**src/rtl/nf_out_merge_avlstrm_if.sv**
```systemverilog
// Avalon-ST style packet stream bundle: data beat plus valid/ready handshake
// and sop/eop/empty framing. tx drives the beat, rx returns ready.
interface avl_stream_if #(
  parameter int WIDTH   = 512,
  parameter int EMPTY_W = 6
);
  logic [WIDTH-1:0]   data;
  logic               valid;
  logic               ready;
  logic               sop;
  logic               eop;
  logic [EMPTY_W-1:0] empty;

  modport tx (output data, valid, sop, eop, empty, input ready);
  modport rx (input data, valid, sop, eop, empty, output ready);
endinterface

```
**src/rtl/nf_out_merge_avlstrm.sv**
```systemverilog
// Packet-granular round-robin merge of the no-check (in0) and checked (in1)
// streams into one egress stream, with a 2-entry output buffer and stats.
module nf_out_merge_avlstrm #(
  parameter int WIDTH   = 512,
  parameter int EMPTY_W = 6
) (
  input  logic        clk,
  input  logic        rst,
  avl_stream_if.rx    in0,
  avl_stream_if.rx    in1,
  avl_stream_if.tx    out,
  output logic        out_src,
  output logic [31:0] stats_in0_pkt,
  output logic [31:0] stats_in1_pkt,
  output logic [31:0] stats_out_pkt,
  output logic [31:0] stats_err_beat
);

  typedef enum logic [1:0] {IDLE, LOCK0, LOCK1} state_t;

  typedef struct packed {
    logic [WIDTH-1:0]   data;
    logic               sop;
    logic               eop;
    logic [EMPTY_W-1:0] empty;
    logic               src;
  } beat_t;

  state_t      state_q, state_d;
  logic        last_grant_q, last_grant_d;
  beat_t       mem_q [2];
  beat_t       mem_d [2];
  logic        rd_ptr_q, rd_ptr_d;
  logic        wr_ptr_q, wr_ptr_d;
  logic [1:0]  count_q, count_d;
  logic [31:0] stats_in0_pkt_q, stats_in0_pkt_d;
  logic [31:0] stats_in1_pkt_q, stats_in1_pkt_d;
  logic [31:0] stats_out_pkt_q, stats_out_pkt_d;
  logic [31:0] stats_err_beat_q, stats_err_beat_d;

  logic  full, cand0, cand1, win, drop0, drop1;
  logic  rdy0, rdy1, push, pop;
  logic  [1:0] err_inc;
  beat_t in0_beat, in1_beat, push_beat, head;

  assign full     = (count_q == 2'd2);
  assign cand0    = in0.valid & in0.sop;
  assign cand1    = in1.valid & in1.sop;
  assign drop0    = in0.valid & ~in0.sop;
  assign drop1    = in1.valid & ~in1.sop;
  // Under contention the input not granted last time wins.
  assign win      = (cand0 & cand1) ? ~last_grant_q : cand1;
  assign in0_beat = {in0.data, in0.sop, in0.eop, in0.empty, 1'b0};
  assign in1_beat = {in1.data, in1.sop, in1.eop, in1.empty, 1'b1};
  assign head     = mem_q[rd_ptr_q];

  always_comb begin
    state_d          = state_q;
    last_grant_d     = last_grant_q;
    mem_d            = mem_q;
    rd_ptr_d         = rd_ptr_q;
    wr_ptr_d         = wr_ptr_q;
    rdy0             = 1'b0;
    rdy1             = 1'b0;
    push             = 1'b0;
    push_beat        = in0_beat;
    err_inc          = 2'd0;

    case (state_q)
      IDLE: begin
        if (cand0 | cand1) begin
          push      = ~full;
          push_beat = win ? in1_beat : in0_beat;
          if (win) rdy1 = ~full;
          else     rdy0 = ~full;
          if (!full) begin
            last_grant_d = win;
            if (!push_beat.eop) state_d = win ? LOCK1 : LOCK0;
          end
        end
        // Headless beats outside a packet are swallowed so they cannot stall the arbiter.
        if (drop0) rdy0 = 1'b1;
        if (drop1) rdy1 = 1'b1;
        err_inc = {1'b0, drop0} + {1'b0, drop1};
      end
      LOCK0: begin
        rdy0      = ~full;
        push      = in0.valid & ~full;
        push_beat = in0_beat;
        if (push) begin
          if (in0.eop) state_d = IDLE;
          if (in0.sop) err_inc = 2'd1;
        end
      end
      LOCK1: begin
        rdy1      = ~full;
        push      = in1.valid & ~full;
        push_beat = in1_beat;
        if (push) begin
          if (in1.eop) state_d = IDLE;
          if (in1.sop) err_inc = 2'd1;
        end
      end
      default: state_d = IDLE;
    endcase

    pop = (count_q != 2'd0) & out.ready;
    if (push) begin
      mem_d[wr_ptr_q] = push_beat;
      wr_ptr_d        = ~wr_ptr_q;
    end
    if (pop) rd_ptr_d = ~rd_ptr_q;
    count_d = count_q + {1'b0, push} - {1'b0, pop};

    stats_in0_pkt_d  = stats_in0_pkt_q + {31'd0, in0.valid & rdy0 & in0.eop};
    stats_in1_pkt_d  = stats_in1_pkt_q + {31'd0, in1.valid & rdy1 & in1.eop};
    stats_out_pkt_d  = stats_out_pkt_q + {31'd0, pop & head.eop};
    stats_err_beat_d = stats_err_beat_q + {30'd0, err_inc};
  end

  always_ff @(posedge clk or posedge rst) begin
    if (rst) begin
      state_q          <= IDLE;
      last_grant_q     <= 1'b1;
      mem_q[0]         <= '0;
      mem_q[1]         <= '0;
      rd_ptr_q         <= 1'b0;
      wr_ptr_q         <= 1'b0;
      count_q          <= 2'd0;
      stats_in0_pkt_q  <= 32'd0;
      stats_in1_pkt_q  <= 32'd0;
      stats_out_pkt_q  <= 32'd0;
      stats_err_beat_q <= 32'd0;
    end else begin
      state_q          <= state_d;
      last_grant_q     <= last_grant_d;
      mem_q            <= mem_d;
      rd_ptr_q         <= rd_ptr_d;
      wr_ptr_q         <= wr_ptr_d;
      count_q          <= count_d;
      stats_in0_pkt_q  <= stats_in0_pkt_d;
      stats_in1_pkt_q  <= stats_in1_pkt_d;
      stats_out_pkt_q  <= stats_out_pkt_d;
      stats_err_beat_q <= stats_err_beat_d;
    end
  end

  assign in0.ready      = rdy0;
  assign in1.ready      = rdy1;
  assign out.valid      = (count_q != 2'd0);
  assign out.data       = head.data;
  assign out.sop        = head.sop;
  assign out.eop        = head.eop;
  assign out.empty      = head.empty;
  assign out_src        = head.src;
  assign stats_in0_pkt  = stats_in0_pkt_q;
  assign stats_in1_pkt  = stats_in1_pkt_q;
  assign stats_out_pkt  = stats_out_pkt_q;
  assign stats_err_beat = stats_err_beat_q;

endmodule

```
**src/flat_wrapper.sv**
```systemverilog
// flat-port wrapper written by rule: the top's interface ports become plain ports
module nf_out_merge_avlstrm_flat 
#(
  parameter int WIDTH   = 512,
  parameter int EMPTY_W = 6
)
  (clk, rst, out_src, stats_in0_pkt, stats_in1_pkt, stats_out_pkt, stats_err_beat, in0_data, in0_valid, in0_sop, in0_eop, in0_empty, in0_ready, in1_data, in1_valid, in1_sop, in1_eop, in1_empty, in1_ready, out_data, out_valid, out_sop, out_eop, out_empty, out_ready);
  avl_stream_if #(.WIDTH(WIDTH), .EMPTY_W(EMPTY_W)) in0_i ();
  avl_stream_if #(.WIDTH(WIDTH), .EMPTY_W(EMPTY_W)) in1_i ();
  avl_stream_if #(.WIDTH(WIDTH), .EMPTY_W(EMPTY_W)) out_i ();
  input  logic clk;
  input  logic rst;
  output logic out_src;
  output logic [31:0] stats_in0_pkt;
  output logic [31:0] stats_in1_pkt;
  output logic [31:0] stats_out_pkt;
  output logic [31:0] stats_err_beat;
  input wire logic [$bits(in0_i.data)-1:0] in0_data;
  input wire logic [$bits(in0_i.valid)-1:0] in0_valid;
  input wire logic [$bits(in0_i.sop)-1:0] in0_sop;
  input wire logic [$bits(in0_i.eop)-1:0] in0_eop;
  input wire logic [$bits(in0_i.empty)-1:0] in0_empty;
  output wire logic [$bits(in0_i.ready)-1:0] in0_ready;
  input wire logic [$bits(in1_i.data)-1:0] in1_data;
  input wire logic [$bits(in1_i.valid)-1:0] in1_valid;
  input wire logic [$bits(in1_i.sop)-1:0] in1_sop;
  input wire logic [$bits(in1_i.eop)-1:0] in1_eop;
  input wire logic [$bits(in1_i.empty)-1:0] in1_empty;
  output wire logic [$bits(in1_i.ready)-1:0] in1_ready;
  output wire logic [$bits(out_i.data)-1:0] out_data;
  output wire logic [$bits(out_i.valid)-1:0] out_valid;
  output wire logic [$bits(out_i.sop)-1:0] out_sop;
  output wire logic [$bits(out_i.eop)-1:0] out_eop;
  output wire logic [$bits(out_i.empty)-1:0] out_empty;
  input wire logic [$bits(out_i.ready)-1:0] out_ready;
  assign in0_i.data = in0_data;
  assign in0_i.valid = in0_valid;
  assign in0_i.sop = in0_sop;
  assign in0_i.eop = in0_eop;
  assign in0_i.empty = in0_empty;
  assign in0_ready = in0_i.ready;
  assign in1_i.data = in1_data;
  assign in1_i.valid = in1_valid;
  assign in1_i.sop = in1_sop;
  assign in1_i.eop = in1_eop;
  assign in1_i.empty = in1_empty;
  assign in1_ready = in1_i.ready;
  assign out_data = out_i.data;
  assign out_valid = out_i.valid;
  assign out_sop = out_i.sop;
  assign out_eop = out_i.eop;
  assign out_empty = out_i.empty;
  assign out_i.ready = out_ready;
  nf_out_merge_avlstrm #(.WIDTH(WIDTH), .EMPTY_W(EMPTY_W)) u_core (.clk(clk), .rst(rst), .in0(in0_i), .in1(in1_i), .out(out_i), .out_src(out_src), .stats_in0_pkt(stats_in0_pkt), .stats_in1_pkt(stats_in1_pkt), .stats_out_pkt(stats_out_pkt), .stats_err_beat(stats_err_beat));
endmodule
```
**config.mk**
```make
export PLATFORM = sky130hd
export DESIGN_NAME = nf_out_merge_avlstrm_flat
export DESIGN_NICKNAME = d
export VERILOG_FILES = /design/src/rtl/nf_out_merge_avlstrm_if.sv /design/src/rtl/nf_out_merge_avlstrm.sv /design/src/flat_wrapper.sv
export SDC_FILE = /design/constraint.sdc
export NUM_CORES = 2
export LEC_CHECK = 0
export CORE_AREA = 5 5 660 662
export DETAILED_ROUTE_END_ITERATION = 16
export DIE_AREA = 0 0 665 667
export HOLD_SLACK_MARGIN = 0.15
export SETUP_SLACK_MARGIN = 0.02
export SYNTH_ARGS = -nofsm -noshare
export SYNTH_HDL_FRONTEND = slang
export SYNTH_SLANG_ARGS = --single-unit
```
**constraint.sdc**
```tcl
create_clock -name clk -period 46.5 [get_ports clk]
set_input_delay 6.975 -clock clk [delete_from_list [all_inputs] [get_ports clk]]
set_output_delay 6.975 -clock clk [all_outputs]
set_load 0.02 [all_outputs]
```
; After elaboration in Yosys (flattened, before gate mapping)
; Cells that the tools add are included.
[classes]
addsub = 7
order_cmp = 3
eq_ne = 10
muxes = 34
bitwise_logic = 22
reduce_logical = 5
[op_table]
columns = operator, n
row1 = $mux W521, 6
row2 = $bwmux W1042, 1
row3 = $pmux W521 S2, 1
row4 = $demux W521 S1, 1
row5 = $add A32 B1 Y32, 3
row6 = $add A32 B2 Y32, 1
row7 = $mux W2, 10
row8 = $and A1 B1 Y1, 13
row9 = $pmux W2 S3, 2
row10 = $mux W1, 10
row11 = $ne A2 B2 Y1 const B, 4
row12 = $reduce_and A7 Y1, 1
row13 = $ne A2 B1 Y1 const B, 3
row14 = $not A1 Y1, 6
row15 = $eq A2 B2 Y1 const B, 2
row16 = $ge A2 B2 Y1 const B, 2
row17 = $not A1 Y2, 2
row18 = $pmux W1 S2, 2
row19 = $pmux W1 S3, 1
row20 = $reduce_and A3 Y1, 1
row21 = $add A1 B1 Y2, 1
row22 = $add A2 B1 Y2, 1
row23 = $eq A2 B1 Y1 const B, 1
row24 = $logic_not A2 Y1, 1
row25 = other kinds (5), 5
[totals]
reg_bits = 1177
in_bits = 1045
output_inout_bits = 652
elab_cells = 100

; Logic depth before layout (Yosys ltp)
[logic_depth]
word_depth = 10
ltp_mapped = 13
ltp_nobuf = 11

; Worst setup path after synthesis
; No wires, ideal clock.
[synth_path]
path_type = input-to-output
startpoint = in in0_sop
endpoint = out in1_ready
arrival_ns = 8.241
setup_slack_ns = 31.284
stages = 5
n_path_buf = 2
cell_sequence = and3_1 > o21a_1 > buf_2 > buf_2 > o31ai_1
[synth_between]
elab_chain_len = 7
[synth_rtl]
columns = element, line_no
row1 = "start, declared", flat_wrapper.sv:20  ; input wire logic [$bits(in0_i.sop)-1:0] in0_sop;
row2 = $and A1 B1 Y1 (*), nf_out_merge_avlstrm.sv:47  ; assign cand0 = in0.valid & in0.sop;
row3 = $and A1 B1 Y1, nf_out_merge_avlstrm.sv:52  ; assign win = (cand0 & cand1) ? ~last_grant_q : cand1;
row4 = $mux W1, nf_out_merge_avlstrm.sv:52
row5 = $mux W1, nf_out_merge_avlstrm.sv:74  ; if (win) rdy1 = ~full;
row6 = $mux W1 (*), nf_out_merge_avlstrm.sv:71  ; if (cand0 | cand1) begin
row7 = $mux W1 (*), nf_out_merge_avlstrm.sv:83  ; if (drop1) rdy1 = 1'b1;
row8 = $pmux W1 S2 (*), nf_out_merge_avlstrm.sv:69  ; case (state_q)
row9 = "end, declared", flat_wrapper.sv:29  ; output wire logic [$bits(in1_i.ready)-1:0] in1_ready;
; Mark *: on every way between the ends. The rest lies on a longest branch, timed or not.

; Final worst setup path
[layout_path]
startpoint = in in1_sop
endpoint = out in0_ready
[layout_between]
elab_chain_len = 7
[layout_rtl]
columns = element, line_no
row1 = "start, declared", flat_wrapper.sv:26  ; input wire logic [$bits(in1_i.sop)-1:0] in1_sop;
row2 = $and A1 B1 Y1 (*), nf_out_merge_avlstrm.sv:48  ; assign cand1 = in1.valid & in1.sop;
row3 = $and A1 B1 Y1, nf_out_merge_avlstrm.sv:52
row4 = $mux W1, nf_out_merge_avlstrm.sv:52
row5 = $mux W1, nf_out_merge_avlstrm.sv:74
row6 = $mux W1 (*), nf_out_merge_avlstrm.sv:71
row7 = $mux W1 (*), nf_out_merge_avlstrm.sv:82  ; if (drop0) rdy0 = 1'b1;
row8 = $pmux W1 S2 (*), nf_out_merge_avlstrm.sv:69
row9 = "end, declared", flat_wrapper.sv:23  ; output wire logic [$bits(in0_i.ready)-1:0] in0_ready;
; Marked as above.

==> results.md <==
* Clk pin slew, worst setup/hold paths at 50 ps
* Unrepaired setup endpoints after global routing: false
* Main synth FF type: dfrtp_1
* Slew margin rel. at 0.128
* Post-CTS setup buffer count at 0
* Pins over their slew limit at 0
* Vias per cell at 3.85
* Worst clock skew at 67.2 ps
* Vias in the first global route at 48200
* Core ar. at 429000 µm²
* Worst skew pair latency at 870 ps
* Metal2 WL at 167 mm
* Gr usage total at 0.150
* 1st-iter DRT viols at 3356
* Yosys reg bits at 1177
* Setup crit start kind: input port
* Final setup fails at 0
* Synth top area share at 0.487
* Period utilization at 0.360
* Worst slack at placement at 29490 ps
* Multi-input gate area at 26900 µm²
* DP HPWL at 286 mm
* Worst Slack Setup Final at 29760 ps
* VDD IR max at 0.0616 mV
* FFs w/ async S/R, synth at 1.00
* Comb pwr share at 0.581
* Largest net degree at the start of global routing at 171
* Area growth, synth to finish at 46.3%
* Worst Tran Pin Value at 1300 ps
* Overflow after GRT at 0
* Max_cap viols at 0
* Most frequent cells after synthesis: dfrtp_1 (1176), mux2_2 (1113), nand2_1 (562)
* TNS Setup at 0 ps
* Top-count cell post-synth: dfrtp_1
* FF/Latch Area at 29500 µm²
* Initial antenna violation count at 93
* Max Clk Rate at 59.8 MHz
* Syn_nets at 6180
* Min cycle time layout at 16740 ps
* First-pass GRT wire length at 455 mm
* Reg power frac at 0.246
* # rows at 241
* Synth area leaders: dfrtp_1 (49%), mux2_2 (21%), mux2_1 (8.4%)
* P_int at 3.84 mW
* Syn Inst Count at 5123
* Cell variety after synth at 43
* Io pins at 1697
* Die area at 444000 µm²
* Sink Count at 1177
* H-tree levels at 4
* Die Height at 667 µm
* Routed wl met3 at 37.9 mm
* Fillers at 46600
* DRC Markers at 0
* Routed wire per std cell at 28.0 µm
* Clock Root Buffer: clkbuf_16
* Clock group share of total power at 0.173
* Critical Path Sink Type: output pin
* Final hold violations at 0
* Switch share at 0.456
* Crit Path Max Fanout at 7
* Initial core utilization at 0.141
* # hold bufs at CTS at 0
* Power Density at 79.8 nW/µm²
* Status: finished clean
* Post-DRT Antenna Nets at 0
* Number of gates resized after cts at 0
* M1 wire length at 131 mm
* Nets at 7710
* Leakage at 36.5 nW
* Placer Congestion at 0.924
* Post-synth top area cell: dfrtp_1
* Post-Syn Area per Cell at 11.8 µm²
* Vias at 48200
* Clock buffer count from CTS at 153
* TritonCTS clock tree: done
* TritonRoute pass-1 iters at 5
* Hold WC Path Type: register to register
* Cell area after synthesis at 60500 µm²
* Layout cell share with drive strength beyond 1 at 0.218
* Final Power at 7.06 mW
* CTS max path bufs at 4
* Crit path kind: input port to output pin
* Post-synth EDFFs at 0
* Synth warn at 0
* Port Buf Inserts at 1696
* CP required at 39520 ps
* Seq/Total Area, Yosys at 0.487
* Highest metal used: met5
* Net Sw Power at 3.22 mW
* Die width at 665 µm
* Post-Route WL at 351 mm
* Crit path DAT at 9760 ps
* Worst hold slack at 476 ps
==> registers in the layout, indices dropped and copies added, names as in the netlist <==
signal,cells
u_core.count_q,2
u_core.state_q,2
u_core.rd_ptr_q,1
u_core.stats_in1_pkt,32
u_core.stats_err_beat,32
u_core.stats_out_pkt,32
u_core.stats_in0_pkt,32
u_core.wr_ptr_q,1
u_core.mem_q,1042
u_core.last_grant_q,1
==> stage by stage <==
step | instance area [µm²] | utilization | instances
global placement | 83300 | 0.194 | 12200
global route | 88400 | 0.206 | 12500
floorplan | 60500 | - | 5123
detailed placement | 83300 | 0.194 | 12200
CTS | 88400 | 0.206 | 12500
finish | 88500 | 0.206 | 12500
==> cell type report <==
class | count | area share
Antenna cell | 45 | 0.00127
Timing Repair Buffer | 1793 | 0.201
Inverter | 530 | 0.0226
Multi-Input combinational cell | 2998 | 0.304
Sequential cell | 1177 | 0.333
Tap cell | 5710 | 0.0807
Clock inverter | 53 | 0.00763
Clock buffer | 214 | 0.0498
==> cell families after synthesis <==
group                      share of synthesized area
buffers and inverters                         0.0690
xor gates and xnor gates                      0.0180
AOI/OAI and AO/OA                             0.0779
DFF                                            0.487
muxes                                          0.291
adders and majority gates                    0.00261
and+or+nand+nor                               0.0546
==> path summary, 6_finish.rpt <==
kind / to / start / slack, ps / cells past startpoint
setup reg to reg: u_core.mem_q[425]$_DFFE_PP0P_ / u_core.state_q[0]$_DFFE_PP0P_ / 40700 / 9
max in group asynchronous: u_core.mem_q[16]$_DFFE_PP0P_ / rst / 34330 / 8
min in group asynchronous: u_core.stats_err_beat[21]$_DFF_PP0_ / rst / 6640 / 2
setup / recovery: in0_ready / in1_sop / 29760 / 6
hold reg to reg: u_core.mem_q[891]$_DFFE_PP0P_ / u_core.mem_q[891]$_DFFE_PP0P_ / 480 / 1
hold / removal: u_core.mem_q[891]$_DFFE_PP0P_ / u_core.mem_q[891]$_DFFE_PP0P_ / 480 / 1
==> routing by layer <==
metal  up-vias  GRT usage
met1     24700      0.168
met5         -          0
met3       412     0.0688
met4        22     0.0559
li1      21300          -
met2      1716      0.250
==> power by group through the flow <==
| stage | clock (mW) | combinational, mW | sequential (mW) |
|---|---|---|---|
| CTS | 1.26 | 4.23 | 1.74 |
| finish | 1.22 | 4.10 | 1.74 |
| detailed placement | 0 | 4.20 | 1.75 |
| floorplan | 0 | 2.09 | 1.69 |
| global route | 1.30 | 4.34 | 1.79 |
| global placement | 0 | 4.19 | 1.74 |
==> worst max-delay path, stage by stage <==
cell	delay, ps
clkdlybuf4s50_1	650
nand2_1	380
o21a_1	170
o21ai_0	130
a21oi_1	690
clkdlybuf4s50_1	760
==> cell usage in the layout, fill, tap and decap left out, types with 8 or more instances in the layout <==
master / n
clkinv_2: 20
and3_1: 30
mux2_2: 1113
inv_6: 8
nand2_1: 562
mux2_1: 450
inv_1: 528
clkbuf_8: 31
ha_1: 11
nor2_1: 18
o32ai_1: 512
clkbuf_1: 28
xnor2_1: 99
xor2_1: 25
bufinv_16: 10
buf_4: 94
clkbuf_16: 155
nand4_1: 46
diode_2: 45
clkdlybuf4s50_1: 1693
and4_1: 19
and2_1: 10
dfrtp_1: 1174
nand3_1: 43
nor3_1: 11
Note: power is estimated with default switching activity, not from simulation.
